$ cat src/rtl/cs2fifoc_if.sv
// Command-frame transmitter bus: request/done handshake,
// command FIFO write port, payload bytes and status.
interface cs2fifoc_if;
  logic       fs;
  logic       fd;
  logic       err;
  logic [7:0] so;
  logic       fifoc_full;
  logic       fifoc_txen;
  logic [7:0] fifoc_txd;
  logic [7:0] kind_dev;
  logic [7:0] info_sr;
  logic [7:0] cmd_filt;
  logic [7:0] cmd_mix0;
  logic [7:0] cmd_reg4;
  logic [7:0] cmd_reg5;
  logic [7:0] cmd_reg6;
  logic [7:0] cmd_reg7;
  logic [7:0] cmd_mix1;

  modport master (
    output fs, fifoc_full,
    output kind_dev, info_sr, cmd_filt,
    output cmd_mix0, cmd_reg4, cmd_reg5,
    output cmd_reg6, cmd_reg7, cmd_mix1,
    input  fd, err, so,
    input  fifoc_txen, fifoc_txd
  );

  modport slave (
    input  fs, fifoc_full,
    input  kind_dev, info_sr, cmd_filt,
    input  cmd_mix0, cmd_reg4, cmd_reg5,
    input  cmd_reg6, cmd_reg7, cmd_mix1,
    output fd, err, so,
    output fifoc_txen, fifoc_txd
  );
endinterface

$ cat src/rtl/cs2fifoc.sv
// Command-frame transmitter: 55 AA, nine snapshot
// bytes and an 8-bit sum, written into the command FIFO.
module cs2fifoc #(
  parameter logic [7:0]      HEAD0   = 8'h55,
  parameter logic [7:0]      HEAD1   = 8'hAA,
  parameter int              TO_W    = 16,
  parameter logic [TO_W-1:0] TIMEOUT = 16'd1000
) (
  input logic        clk,
  input logic        rst,
  cs2fifoc_if.slave  bus
);

  typedef enum logic [7:0] {
    IDLE = 8'h00,
    HED0 = 8'h03,
    HED1 = 8'h04,
    CMD0 = 8'h05,
    CMD1 = 8'h06,
    CMD2 = 8'h07,
    CMD3 = 8'h08,
    CMD4 = 8'h09,
    CMD5 = 8'h0A,
    CMD6 = 8'h0B,
    CMD7 = 8'h0C,
    CMD8 = 8'h0D,
    PART = 8'h0E,
    LAST = 8'h0F,
    ERR  = 8'h11
  } state_t;

  state_t          state;
  logic [7:0]      snap [9];
  logic [7:0]      check;
  logic [7:0]      txd;
  logic            txen;
  logic            err;
  logic [TO_W-1:0] stall;

  logic            emit;
  logic            is_cmd;
  logic [3:0]      idx;
  logic [7:0]      tx_byte;

  always_comb begin
    is_cmd  = (state >= CMD0) && (state <= CMD8);
    emit    = (state >= HED0) && (state <= PART);
    idx     = 4'(state - CMD0);
    tx_byte = '0;
    unique case (1'b1)
      state == HED0: tx_byte = HEAD0;
      state == HED1: tx_byte = HEAD1;
      is_cmd:        tx_byte = snap[idx];
      state == PART: tx_byte = check;
      default:       tx_byte = '0;
    endcase
  end

  always_ff @(posedge clk or negedge rst) begin
    if (!rst) begin
      state <= IDLE;
      txen  <= 1'b0;
      txd   <= '0;
      err   <= 1'b0;
      check <= '0;
      stall <= '0;
      snap  <= '{default: '0};
    end else begin
      txen <= 1'b0;
      unique case (1'b1)
        state == IDLE: begin
          stall <= '0;
          if (bus.fs) begin
            snap[0] <= bus.kind_dev;
            snap[1] <= bus.info_sr;
            snap[2] <= bus.cmd_filt;
            snap[3] <= bus.cmd_mix0;
            snap[4] <= bus.cmd_reg4;
            snap[5] <= bus.cmd_reg5;
            snap[6] <= bus.cmd_reg6;
            snap[7] <= bus.cmd_reg7;
            snap[8] <= bus.cmd_mix1;
            check   <= '0;
            state   <= HED0;
          end
        end
        emit: begin
          // emit codes are contiguous, PART+1 is LAST
          if (!bus.fifoc_full) begin
            txen  <= 1'b1;
            txd   <= tx_byte;
            stall <= '0;
            state <= state_t'(state + 8'd1);
            if (state == CMD0)
              check <= tx_byte;
            else if (is_cmd)
              check <= check + tx_byte;
          end else if (stall == TIMEOUT - TO_W'(1)) begin
            state <= ERR;
            err   <= 1'b1;
          end else begin
            stall <= stall + TO_W'(1);
          end
        end
        state == LAST: begin
          if (!bus.fs)
            state <= IDLE;
        end
        default: begin
          err <= 1'b1;
        end
      endcase
    end
  end

  assign bus.fifoc_txen = txen;
  assign bus.fifoc_txd  = txd;
  assign bus.err        = err;
  assign bus.so         = state;
  assign bus.fd         = (state == LAST);

endmodule
$ cat src/flat_wrapper.sv
// flat-port wrapper written by rule: the top's interface ports become plain ports
module cs2fifoc_flat 
#(
  parameter logic [7:0]      HEAD0   = 8'h55,
  parameter logic [7:0]      HEAD1   = 8'hAA,
  parameter int              TO_W    = 16,
  parameter logic [TO_W-1:0] TIMEOUT = 16'd1000
)
  (clk, rst, bus_fs, bus_fifoc_full, bus_kind_dev, bus_info_sr, bus_cmd_filt, bus_cmd_mix0, bus_cmd_reg4, bus_cmd_reg5, bus_cmd_reg6, bus_cmd_reg7, bus_cmd_mix1, bus_fd, bus_err, bus_so, bus_fifoc_txen, bus_fifoc_txd);
  cs2fifoc_if bus_i ();
  input logic clk;
  input logic rst;
  input wire logic [$bits(bus_i.fs)-1:0] bus_fs;
  input wire logic [$bits(bus_i.fifoc_full)-1:0] bus_fifoc_full;
  input wire logic [$bits(bus_i.kind_dev)-1:0] bus_kind_dev;
  input wire logic [$bits(bus_i.info_sr)-1:0] bus_info_sr;
  input wire logic [$bits(bus_i.cmd_filt)-1:0] bus_cmd_filt;
  input wire logic [$bits(bus_i.cmd_mix0)-1:0] bus_cmd_mix0;
  input wire logic [$bits(bus_i.cmd_reg4)-1:0] bus_cmd_reg4;
  input wire logic [$bits(bus_i.cmd_reg5)-1:0] bus_cmd_reg5;
  input wire logic [$bits(bus_i.cmd_reg6)-1:0] bus_cmd_reg6;
  input wire logic [$bits(bus_i.cmd_reg7)-1:0] bus_cmd_reg7;
  input wire logic [$bits(bus_i.cmd_mix1)-1:0] bus_cmd_mix1;
  output wire logic [$bits(bus_i.fd)-1:0] bus_fd;
  output wire logic [$bits(bus_i.err)-1:0] bus_err;
  output wire logic [$bits(bus_i.so)-1:0] bus_so;
  output wire logic [$bits(bus_i.fifoc_txen)-1:0] bus_fifoc_txen;
  output wire logic [$bits(bus_i.fifoc_txd)-1:0] bus_fifoc_txd;
  assign bus_i.fs = bus_fs;
  assign bus_i.fifoc_full = bus_fifoc_full;
  assign bus_i.kind_dev = bus_kind_dev;
  assign bus_i.info_sr = bus_info_sr;
  assign bus_i.cmd_filt = bus_cmd_filt;
  assign bus_i.cmd_mix0 = bus_cmd_mix0;
  assign bus_i.cmd_reg4 = bus_cmd_reg4;
  assign bus_i.cmd_reg5 = bus_cmd_reg5;
  assign bus_i.cmd_reg6 = bus_cmd_reg6;
  assign bus_i.cmd_reg7 = bus_cmd_reg7;
  assign bus_i.cmd_mix1 = bus_cmd_mix1;
  assign bus_fd = bus_i.fd;
  assign bus_err = bus_i.err;
  assign bus_so = bus_i.so;
  assign bus_fifoc_txen = bus_i.fifoc_txen;
  assign bus_fifoc_txd = bus_i.fifoc_txd;
  cs2fifoc #(.HEAD0(HEAD0), .HEAD1(HEAD1), .TO_W(TO_W), .TIMEOUT(TIMEOUT)) u_core (.clk(clk), .rst(rst), .bus(bus_i));
endmodule
$ cat config.mk
export PLATFORM = sky130hd
export DESIGN_NAME = cs2fifoc_flat
export DESIGN_NICKNAME = d
export VERILOG_FILES = /design/src/rtl/cs2fifoc_if.sv /design/src/rtl/cs2fifoc.sv /design/src/flat_wrapper.sv
export SDC_FILE = /design/constraint.sdc
export NUM_CORES = 1
export LEC_CHECK = 0
export CORE_MARGIN = 2
export CORE_UTILIZATION = 52
export CTS_BUF_LIST = sky130_fd_sc_hd__clkbuf_8
export CTS_CLUSTER_SIZE = 10
export DETAILED_ROUTE_END_ITERATION = 8
export PLACE_DENSITY = 0.86
export SLEW_MARGIN = 5
export SYNTH_ARGS = -nofsm -noshare
export SYNTH_HDL_FRONTEND = slang
export SYNTH_SLANG_ARGS = --single-unit
$ cat constraint.sdc
create_clock -name clk -period 9.45 [get_ports clk]
set_input_delay 1.89 -clock clk [delete_from_list [all_inputs] [get_ports clk]]
set_output_delay 1.89 -clock clk [all_outputs]
set_load 0.05 [all_outputs]
==> impl_metrics.csv <==
group,metric,value,unit
sta,hold_viol,0,
pwr,power.total,2.29,mW
logic_synthesis,async_reset_ff_frac,1.00,
final_layout,final_cell_count_no_fill,724,
drt,drtPass1Iterations,7,
drt,drt_iter0_drc,321,
cts,htreeDepth,4,
cts,clk_latency,440,ps
final_layout,syn_to_final_growth,25.8,%
sta,setup-tns-final,0,ps
logic_synthesis,syn_inst,479,
logic_synthesis,synthTopCellsByArea,"dfrtp_1 (50%), mux2_2 (15%), mux4_2 (6.3%)",
placed_design,numPortBuffers,94,
setup_path,critPathMaxFanout,19,
global_routing,grt_max_degree,73,
cts,post_cts_buffers,0,
setup_path,rr_startpoint,"u_core.bus.so[1]",
job,maxCapViolCount,0,
setup_path,critical_path_class,"reg -> reg",
logic_synthesis,syn_area_per_cell,12.0,sq um
drt,routed_wl,13.2,mm
sta,skew,11.9,ps
cts,cts.clk_slew.worst_paths,80,ps
cts,cts.hold.buffers_added,0,
hold_path,holdPathStages,0,
global_routing,grt_first_pass_wirelength,21.9,mm
sta,rsz0062_at_grt,"no",
setup_path,r2r_cells,14,
cts,cts_buffers,17,
sta,clock.fmax,0.210,GHz
final_layout,final_nets,660,
logic_synthesis,synth-seq-cells,114,
final_layout,fin_util,0.669,
floorplan,die_w,109,um
sta,setup_viol,0,
cts,clk_path_buf_depth,2,
status,status,"finished, final reports clean",
drt,vias,4156,
cts,cts_resized,0,
pwr,ir_drop,0.221,mV
sta,max_slew_margin,0.259,
logic_synthesis,syn_nets,568,
sta,period_needed,4760,ps
cts,cts_root_buf,"clkbuf_8",
floorplan,rows,38,
setup_path,rrSetupSlack,4690,ps
global_routing,overflow,0,
sta,worst_hold_slack,424,ps
floorplan,fp.dieH,109,um
placed_design,place_area,0.00680,sq mm
setup_path,critPathArrivalTime,5080,ps
sta,max_slew.worst_pin.slew,1110,ps
logic_synthesis,synth_warnings,0,
global_routing,grt_util_all_layers,0.243,
hold_path,hold_class,"reg -> reg",
cts,cts_tree,"yes",
placed_design,place_inst,692,
placed_design,gp_congestion,0.891,
floorplan,ios,95,
pwr,power_density,317,mW/mm^2
placed_design,place_ws,4560,ps
placed_design,hpwlAfterDp,9.22,mm
sta,setup_slack,4690,ps
logic_synthesis,synth-edff-count,0,
drt,drc_errors,0,
setup_path,end_kind,"register",
floorplan,start_util,0.531,
cts,cts.sinks,114,
logic_synthesis,syn_area,0.00576,sq mm
final_layout,drive_gt1_frac,0.236,
global_routing,grt_pass1_vias,4420,
drt,vias_per_cell,5.74,
setup_path,required,9770,ps
final_layout,antennaDiodeCount,0,
floorplan,die-area,0.0119,sq mm
hold_path,hold_end,"u_core.bus.so[5]",
hold_path,min-delay-start,"u_core.bus.so[5]",
logic_synthesis,yosysTopAreaCellShare,0.495,
sta,slew_violations,0,
drt,ant_nets,0,
floorplan,core_region_area,0.0108,sq mm
final_layout,stdcell_area,0.00725,sq mm
logic_synthesis,synth_area_leader_cell,"dfrtp_1",
setup_path,crit_path_start_kind,"register",
logic_synthesis,yosysUniqueCellTypes,56,
sta,fin_crit_sh,0.504,
setup_path,r2r-end,"u_core.check[7]",
drt,detail_route.wl_per_cell,18.2,um
pwr,p_leak,3.21,nW
logic_synthesis,synth_seq_area_share,0.495,
logic_synthesis,synthFlopType,"dfrtp_1",
global_routing,grt_antenna_before_repair,0,
[logic make-up after synthesis]
kind of cell,share of synthesized area
flops,0.495
fa+ha+maj,0.0330
mux,0.222
xor+xnor,0.0274
buf+inv,0.0263
simple gates,0.0984
compound gates,0.0977
[Yosys cell counts (all sizes together) (2+ instances only)]
master / instances
mux2: 78
nand2: 22
dfrtp: 114
nand3: 10
nor4: 2
nor3: 9
and3: 8
o22ai: 5
maj3: 2
or3: 7
a32oi: 2
a32o: 2
o21ai: 23
o31ai: 3
clkbuf: 15
xor2: 11
mux2i: 4
ha: 12
nand2b: 4
o211ai: 2
mux4: 16
a221o: 3
and2: 3
buf: 9
a211oi: 4
xnor2: 7
nand4: 4
inv: 13
a21oi: 19
o41ai: 2
nor2: 38
a21o: 2
a211o: 7
[worst max path at each step]
stage / start / endpoint / slack (ps) / cells past startpoint
after CTS: u_core.bus.so[1] / u_core.check[7] / 4730 / 14
after detailed placement: bus_fifoc_full / u_core.stall[12] / 4560 / 9
after global placement: bus_fifoc_full / u_core.stall[12] / 4700 / 9
final: u_core.bus.so[1] / u_core.check[7] / 4690 / 14
after floorplan: u_core.bus.so[0] / u_core.check[7] / 4490 / 17
after global routing: u_core.bus.so[1] / u_core.check[7] / 4480 / 14
[report_power, final]
part           switching, mW  internal (mW)  total (mW)
Sequential             0.117          0.674       0.791
Combinational          0.519          0.469       0.988
Clock                  0.218          0.298       0.516
Total                  0.854           1.44        2.29
[per-layer routing]
layer	part of all wire	vias to the layer above	GRT usage
li1	-	1943	-
met1	0.41	2069	0.309
met2	0.51	122	0.408
met3	0.057	22	0.0622
met4	0.020	0	0.0778
met5	0	-	0
[critical path: stages (launching register included)]
cell and delay, ps:
dfrtp_1 520, inv_1 130, ha_1 900, mux4_2 400
o21ai_0 290, a211oi_1 160, a211o_1 290, ha_1 210
a21o_1 190, a31o_2 250, a221o_2 420, o31ai_2 300
mux2i_1 230, a21oi_1 80, a211o_1 280
[registers in the layout, summed over array words and instances (netlist names)]
register               flops
u_core.bus.fifoc_txd       8
u_core.stall              16
u_core.snap               72
u_core.bus.fifoc_txen      1
u_core.bus.err             1
u_core.check               8
u_core.bus.so              8
[final cells by class]
| class | count | area, sq um |
|---|---|---|
| fillers | 810 | 3590 |
| multi-input cells | 328 | 2760 |
| clock buffers | 18 | 248 |
| repair buffers | 97 | 961 |
| flip-flops and latches | 114 | 2850 |
| inverters | 13 | 48.8 |
| well taps | 140 | 175 |
| clock inverters | 14 | 203 |
[cell usage in the layout, fill, tap and decap left out, types with 5 or more instances in the layout]
cell             count
mux4_2              16
nor3_1               8
or3_1                7
ha_1                12
clkdlybuf4s50_1     93
clkbuf_8            18
o22ai_1              5
mux2_2              78
inv_1               13
a21oi_1             19
clkinv_4             5
xnor2_1              7
nand3_1             10
xor2_1              11
a211o_1              7
dfrtp_1            114
o21ai_0             23
nor2_1              38
nand2_1             21
and3_1               8
Note: power is estimated with default switching activity, not from simulation.
